## config.mk

```make
export PLATFORM = sky130hd
export DESIGN_NAME = id_stage
export DESIGN_NICKNAME = d
export VERILOG_FILES = /design/src/rtl/id_pkg.sv /design/src/rtl/id_regfile.sv /design/src/rtl/id_stage.sv
export SDC_FILE = /design/constraint.sdc
export NUM_CORES = 1
export LEC_CHECK = 0
export ABC_AREA = 1
export CORE_MARGIN = 8
export CORE_UTILIZATION = 35
export DETAILED_ROUTE_END_ITERATION = 12
export PLACE_DENSITY_LB_ADDON = 0.05
export SLEW_MARGIN = 0
export SYNTH_ARGS = -nofsm -noshare
export SYNTH_HDL_FRONTEND = slang
export SYNTH_HIERARCHICAL = 1
export SYNTH_SLANG_ARGS = --single-unit
```

## constraint.sdc

```tcl
create_clock -name clock -period 2.77 [get_ports clock]
set_clock_uncertainty 0.1 [all_clocks]
set_input_delay 0.6925 -clock clock [delete_from_list [all_inputs] [get_ports clock]]
set_output_delay 0.6925 -clock clock [all_outputs]
set_load 0.02 [all_outputs]
```

## src/rtl/id_pkg.sv

```systemverilog
// Shared definitions for the decode stage: opcodes, instruction field positions
// and the ID/EX bundle handed to execute.
package id_pkg;

  localparam int XLEN  = 32;
  localparam int NREGS = 16;
  localparam int REG_W = 4;
  localparam int IMM_W = 22;
  localparam int OP_W  = 5;

  localparam logic [OP_W-1:0] OP_NOP    = 5'b00000;
  localparam logic [OP_W-1:0] OP_LOAD   = 5'b00100;
  localparam logic [OP_W-1:0] OP_STORE  = 5'b00101;
  localparam logic [OP_W-1:0] OP_BRANCH = 5'b01100;

  localparam int OPCODE_MSB   = 31;
  localparam int OPCODE_LSB   = 27;
  localparam int IMM_FLAG_BIT = 26;
  localparam int RD_MSB       = 25;
  localparam int RD_LSB       = 22;
  localparam int RS1_MSB      = 21;
  localparam int RS1_LSB      = 18;
  localparam int RS2_MSB      = 17;
  localparam int RS2_LSB      = 14;
  localparam int IMM_MSB      = IMM_W - 1;

  typedef struct packed {
    logic             valid;
    logic [XLEN-1:0]  pc;
    logic [OP_W-1:0]  opcode;
    logic             imm_flag;
    logic [REG_W-1:0] rd;
    logic [XLEN-1:0]  rs1_val;
    logic [XLEN-1:0]  rs2_val;
    logic [XLEN-1:0]  imm;
    logic             writes_rd;
    logic             is_load;
  } id_ex_t;

  function automatic logic [XLEN-1:0] sext_imm(input logic [IMM_W-1:0] imm);
    return {{(XLEN-IMM_W){imm[IMM_W-1]}}, imm};
  endfunction

endpackage

```

## src/rtl/id_regfile.sv

```systemverilog
// 16x32 register file: two combinational read ports with write-through bypass,
// one synchronous write port; r0 is hardwired to zero.
module id_regfile
  import id_pkg::*;
(
  input  logic             clock,
  input  logic             reset,
  input  logic [REG_W-1:0] rs1,
  input  logic [REG_W-1:0] rs2,
  output logic [XLEN-1:0]  rs1_val,
  output logic [XLEN-1:0]  rs2_val,
  input  logic             wb_en,
  input  logic [REG_W-1:0] wb_rd,
  input  logic [XLEN-1:0]  wb_data
);

  logic [XLEN-1:0] regs [NREGS];

  always_ff @(posedge clock) begin
    if (reset) begin
      for (int i = 0; i < NREGS; i++) regs[i] <= '0;
    end else if (wb_en && wb_rd != '0) begin
      regs[wb_rd] <= wb_data;
    end
  end

  // Same-cycle write-back wins over the stored value so decode never sees stale data.
  always_comb begin
    rs1_val = '0;
    rs2_val = '0;
    if (rs1 != '0) rs1_val = (wb_en && wb_rd == rs1) ? wb_data : regs[rs1];
    if (rs2 != '0) rs2_val = (wb_en && wb_rd == rs2) ? wb_data : regs[rs2];
  end

endmodule

```

## src/rtl/id_stage.sv

```systemverilog
// Decode stage: IF/ID latch, field decode, register read, registered ID/EX bundle.
// Two edges from fetch presentation to id_valid; a load-use hazard holds fetch for one cycle.
module id_stage
  import id_pkg::*;
(
  input  logic             clock,
  input  logic             reset,
  input  logic [XLEN-1:0]  if_instruction,
  input  logic [XLEN-1:0]  if_pc,
  input  logic             is_branch_taken,
  input  logic             wb_en,
  input  logic [REG_W-1:0] wb_rd,
  input  logic [XLEN-1:0]  wb_data,
  output logic             hold_pc,
  output logic             id_valid,
  output logic [XLEN-1:0]  id_pc,
  output logic [OP_W-1:0]  id_opcode,
  output logic             id_imm_flag,
  output logic [REG_W-1:0] id_rd,
  output logic [XLEN-1:0]  id_rs1_val,
  output logic [XLEN-1:0]  id_rs2_val,
  output logic [XLEN-1:0]  id_imm,
  output logic             id_writes_rd,
  output logic             id_is_load
);

  logic            ifid_valid;
  logic [XLEN-1:0] ifid_instr;
  logic [XLEN-1:0] ifid_pc;
  id_ex_t          id_ex_q;
  id_ex_t          decoded;

  logic [OP_W-1:0]  opcode;
  logic             imm_flag;
  logic [REG_W-1:0] rd;
  logic [REG_W-1:0] rs1_f;
  logic [REG_W-1:0] rs2_f;
  logic [REG_W-1:0] rs1_idx;
  logic [REG_W-1:0] rs2_idx;
  logic [XLEN-1:0]  rs1_val;
  logic [XLEN-1:0]  rs2_val;
  logic             has_src;
  logic             stall;

  assign opcode   = ifid_instr[OPCODE_MSB:OPCODE_LSB];
  assign imm_flag = ifid_instr[IMM_FLAG_BIT];
  assign rd       = ifid_instr[RD_MSB:RD_LSB];
  assign rs1_f    = ifid_instr[RS1_MSB:RS1_LSB];
  assign rs2_f    = ifid_instr[RS2_MSB:RS2_LSB];
  assign has_src  = !imm_flag && opcode != OP_NOP;

  // Instructions without sources read r0 so their operand values come out as zero.
  assign rs1_idx = has_src ? rs1_f : '0;
  assign rs2_idx = has_src ? rs2_f : '0;

  id_regfile u_regfile (
    .clock   (clock),
    .reset   (reset),
    .rs1     (rs1_idx),
    .rs2     (rs2_idx),
    .rs1_val (rs1_val),
    .rs2_val (rs2_val),
    .wb_en   (wb_en),
    .wb_rd   (wb_rd),
    .wb_data (wb_data)
  );

  always_comb begin
    decoded           = '0;
    decoded.valid     = 1'b1;
    decoded.pc        = ifid_pc;
    decoded.opcode    = opcode;
    decoded.imm_flag  = imm_flag;
    decoded.rd        = rd;
    decoded.rs1_val   = rs1_val;
    decoded.rs2_val   = rs2_val;
    decoded.imm       = imm_flag ? sext_imm(ifid_instr[IMM_MSB:0]) : '0;
    decoded.writes_rd = !(opcode == OP_NOP || opcode == OP_STORE ||
                          opcode == OP_BRANCH || rd == '0);
    decoded.is_load   = (opcode == OP_LOAD);
  end

  assign stall = ifid_valid && has_src && id_ex_q.valid && id_ex_q.is_load &&
                 id_ex_q.rd != '0 && (id_ex_q.rd == rs1_f || id_ex_q.rd == rs2_f);

  // A taken branch discards the dependent instruction, so fetch need not hold.
  assign hold_pc = stall && !is_branch_taken;

  always_ff @(posedge clock) begin
    if (reset) begin
      ifid_valid <= 1'b0;
      ifid_instr <= '0;
      ifid_pc    <= '0;
      id_ex_q    <= '0;
    end else if (is_branch_taken) begin
      ifid_valid <= 1'b0;
      id_ex_q    <= '0;
    end else if (stall) begin
      id_ex_q    <= '0;
    end else begin
      ifid_valid <= 1'b1;
      ifid_instr <= if_instruction;
      ifid_pc    <= if_pc;
      id_ex_q    <= ifid_valid ? decoded : '0;
    end
  end

  assign id_valid     = id_ex_q.valid;
  assign id_pc        = id_ex_q.pc;
  assign id_opcode    = id_ex_q.opcode;
  assign id_imm_flag  = id_ex_q.imm_flag;
  assign id_rd        = id_ex_q.rd;
  assign id_rs1_val   = id_ex_q.rs1_val;
  assign id_rs2_val   = id_ex_q.rs2_val;
  assign id_imm       = id_ex_q.imm;
  assign id_writes_rd = id_ex_q.writes_rd;
  assign id_is_load   = id_ex_q.is_load;

endmodule

```

==> impl_metrics.py <==
metrics = {
    "status": {
        "status": "finished clean",
    },
    "synthesis": {
        "syn-instance-count": 5186,
        "synth_seq_area_share": 0.515,
        "synth_edf_count": 512,
        "netlist_area_mm2": 0.0375,
        "synth_seq_cells": 708,
        "synthArstFlopShare": 0,
        "syn_area_per_cell_um2": 7.23,
        "ys.flop_type": "edfxtp_1",
        "synth_cell_types": 25,
        "yosys_warnings": 6,
    },
    "sta": {
        "drv_slew": 0,
        "setup_viol": 0,
        "fmax_mhz": 377,
        "finalCritPeriodShare": 0.957,
        "whs_ns": 0.279,
        "hold_viol": 0,
        "worst_slew_pin_slew_ns": 0.771,
        "min_period_ns": 2.65,
        "slew_headroom": 0.485,
    },
    "worst_setup_path": {
        "cp.arrival_ns": 3.09,
        "worst-endpoint-required_ns": 3.21,
        "path_max_fanout": 53,
        "cp-end-kind": "flop",
        "crit_type": "reg -> reg",
        "critPathLaunchType": "flop",
    },
    "floorplan": {
        "die_area_mm2": 0.118,
        "initial_core_util": 0.352,
        "pin_count": 246,
        "num_rows": 120,
        "die_w_um": 343,
        "fp.dieH_um": 343,
        "coreArea_mm2": 0.107,
    },
    "detailed_routing": {
        "remaining_drc_errors": 0,
        "vias": 34200,
        "drt_pass1_iterations": 7,
        "drtIter0Drc": 3117,
        "routed_via_density": 4.95,
        "routed_wl_um": 149000,
        "wl_per_cell_um": 21.6,
        "ant_nets": 0,
    },
    "flow_run": {
        "maxCapViolCount": 0,
    },
    "layout": {
        "drive_above_1_share": 0.0812,
        "antennaDiodeCount": 0,
        "stdcell_area_mm2": 0.0465,
        "finalNonFillerCells": 6906,
        "fillers": 10900,
        "layout.nets": 5534,
        "layout-area-overhead-vs-synth_pct": 24.1,
    },
    "placed_design": {
        "placed_area_mm2": 0.0434,
        "place.gp.congestion": 0.833,
        "io_buffers": 245,
        "dpl.hpwl_um": 91800,
        "dp.cells": 6730,
    },
    "global_route": {
        "grt-ovfl-total": 0,
        "grt_antenna_before_repair": 4,
        "grt_pass1_vias": 32600,
        "grt_first_pass_wirelength_um": 218000,
        "grt_max_degree": 80,
        "grt_usage": 0.246,
    },
    "clocking": {
        "clk_latency_ns": 0.67,
        "htree_levels": 3,
        "root_buffer": "clkbuf_16",
        "clockBufferDepth": 3,
        "cts.clk_slew.worst_paths_ns": 0.06,
        "clock_sinks": 708,
        "cts_buffers": 89,
        "tritoncts": "done",
    },
    "power_and_ir_drop": {
        "vdd_ir_drop_max_mv": 0.368,
        "power_density_mw_per_mm2": 613,
        "leakagePower_nw": 21.6,
    },
    "hold_path": {
        "min_path_type": "in -> reg",
    },
}
## worst max-delay path: stages (launching register included)
cell and delay, ns:
dfxtp_1 0.36, inv_1 0.08, nand3_2 0.10, nand2_4 0.13
nor2_4 0.23, buf_4 0.27, buf_16 0.30, nand2_1 0.09
nand3_1 0.09, nand2_1 0.14, nor2_1 0.12, nor2_1 0.05
nor2_1 0.27, nor2_1 0.07, inv_1 0.06, nor2_1 0.05
## metal layers
| layer | share of wire | track usage | routed length [um] |
|---|---|---|---|
| met2 | 0.43 | 0.377 | 64600 |
| met4 | 0.031 | 0.0798 | 4550 |
| met5 | 0.00010 | 0 | 15 |
| met1 | 0.45 | 0.350 | 67500 |
| met3 | 0.082 | 0.0457 | 12200 |
## stage by stage
stage          power [W]  utilization  setup TNS (ns)  setup WS, ns
2_1_floorplan     0.0150            -          -11.29       -0.0489
3_3_place_gp      0.0171        0.407          -60.23        -0.211
3_5_place_dp      0.0171        0.407          -45.74        -0.186
4_1_cts           0.0287        0.435               0       0.00931
5_1_grt           0.0298        0.436         -0.0101       -0.0101
6_report          0.0285        0.436               0         0.119
## cells by family (layout without fill, tap and decap cells)
kind of cell,count (synthesis),count (layout),share of synthesized area
AOI/OAI and AO/OA,128,128,0.0171
xor gates and xnor gates,2,2,0.000468
buffers and inverters,1115,1401,0.117
DFF,708,708,0.515
and+or+nand+nor,3232,3232,0.350
other,1,32,0.000100
## cells in the final DEF (no fill, tap or decap), drive strengths merged, types with 32 or more instances in the layout
master,instances
a21oi,64
buf,234
clkbuf,126
clkdlybuf4s50,243
clkinv,36
conb,32
dfxtp,196
edfxtp,512
inv,756
nand2,1549
nand3,717
nor2,961
o21ai,64
## sequential cells by signal (all words and copies together), names as in the netlist, 5 cells and up
register,flops
u_regfile/regs,512
id_pc,32
id_rs1_val,32
id_rs2_val,32
ifid_instr,32
ifid_pc,32
id_imm,22
id_opcode,5
## path summary, 6_finish.rpt
path | slack (ns) | endpoint | depth (start not counted) | start
min reg2reg | 0.32 | id_pc[3]$_SDFF_PP0_ | 2 | ifid_pc[3]$_SDFFE_PP0P_
max reg2reg | 0.12 | id_rs1_val[28]$_SDFF_PP0_ | 15 | ifid_instr[29]$_SDFFE_PP0P_
min | 0.28 | ifid_valid$_SDFFE_PP0N_ | 2 | reset
max | 0.12 | id_rs1_val[28]$_SDFF_PP0_ | 15 | ifid_instr[29]$_SDFFE_PP0P_
## power by group
group	internal [W]	switching [W]	leakage, nW	total (W)
logic	0.00167	0.00325	13.7	0.00491
registers	0.0119	0.000173	6.49	0.0121
clock network	0.00678	0.00474	1.42	0.0115
total	0.0203	0.00815	21.6	0.0285
## area by class of cell
class	instances	area (um2)	area share
multi-input cells	3394	14100	0.303
clock buffers	123	2590	0.0557
flip-flops and latches	708	19300	0.415
inverters	756	2870	0.0617
repair buffers	481	5600	0.120
clock inverters	41	278	0.00598
well taps	1403	1760	0.0378
## synth_stat cells (2+ instances only)
library cell / instances / share of area
a21oi_1: 64 / 0.0085
buf_1: 59 / 0.0059
buf_2: 103 / 0.014
buf_4: 14 / 0.0028
buf_6: 4 / 0.0012
clkbuf_1: 179 / 0.018
dfxtp_1: 196 / 0.10
edfxtp_1: 512 / 0.41
inv_1: 750 / 0.075
inv_2: 5 / 0.00050
nand2_1: 1539 / 0.15
nand2_2: 9 / 0.0015
nand3_1: 715 / 0.095
nand4_1: 3 / 0.00050
nor2_1: 956 / 0.096
nor2_2: 5 / 0.00083
o21ai_0: 64 / 0.0085
xnor2_1: 2 / 0.00047
## repair_timing
action	in CTS	in global routing
buffers inserted	2	6
setup endpoints to repair	5	11
pin swaps	1	3
gates cloned	1	3
hold buffers	0	0
gates resized for setup	7	21
(Power assumes the default switching activity.)
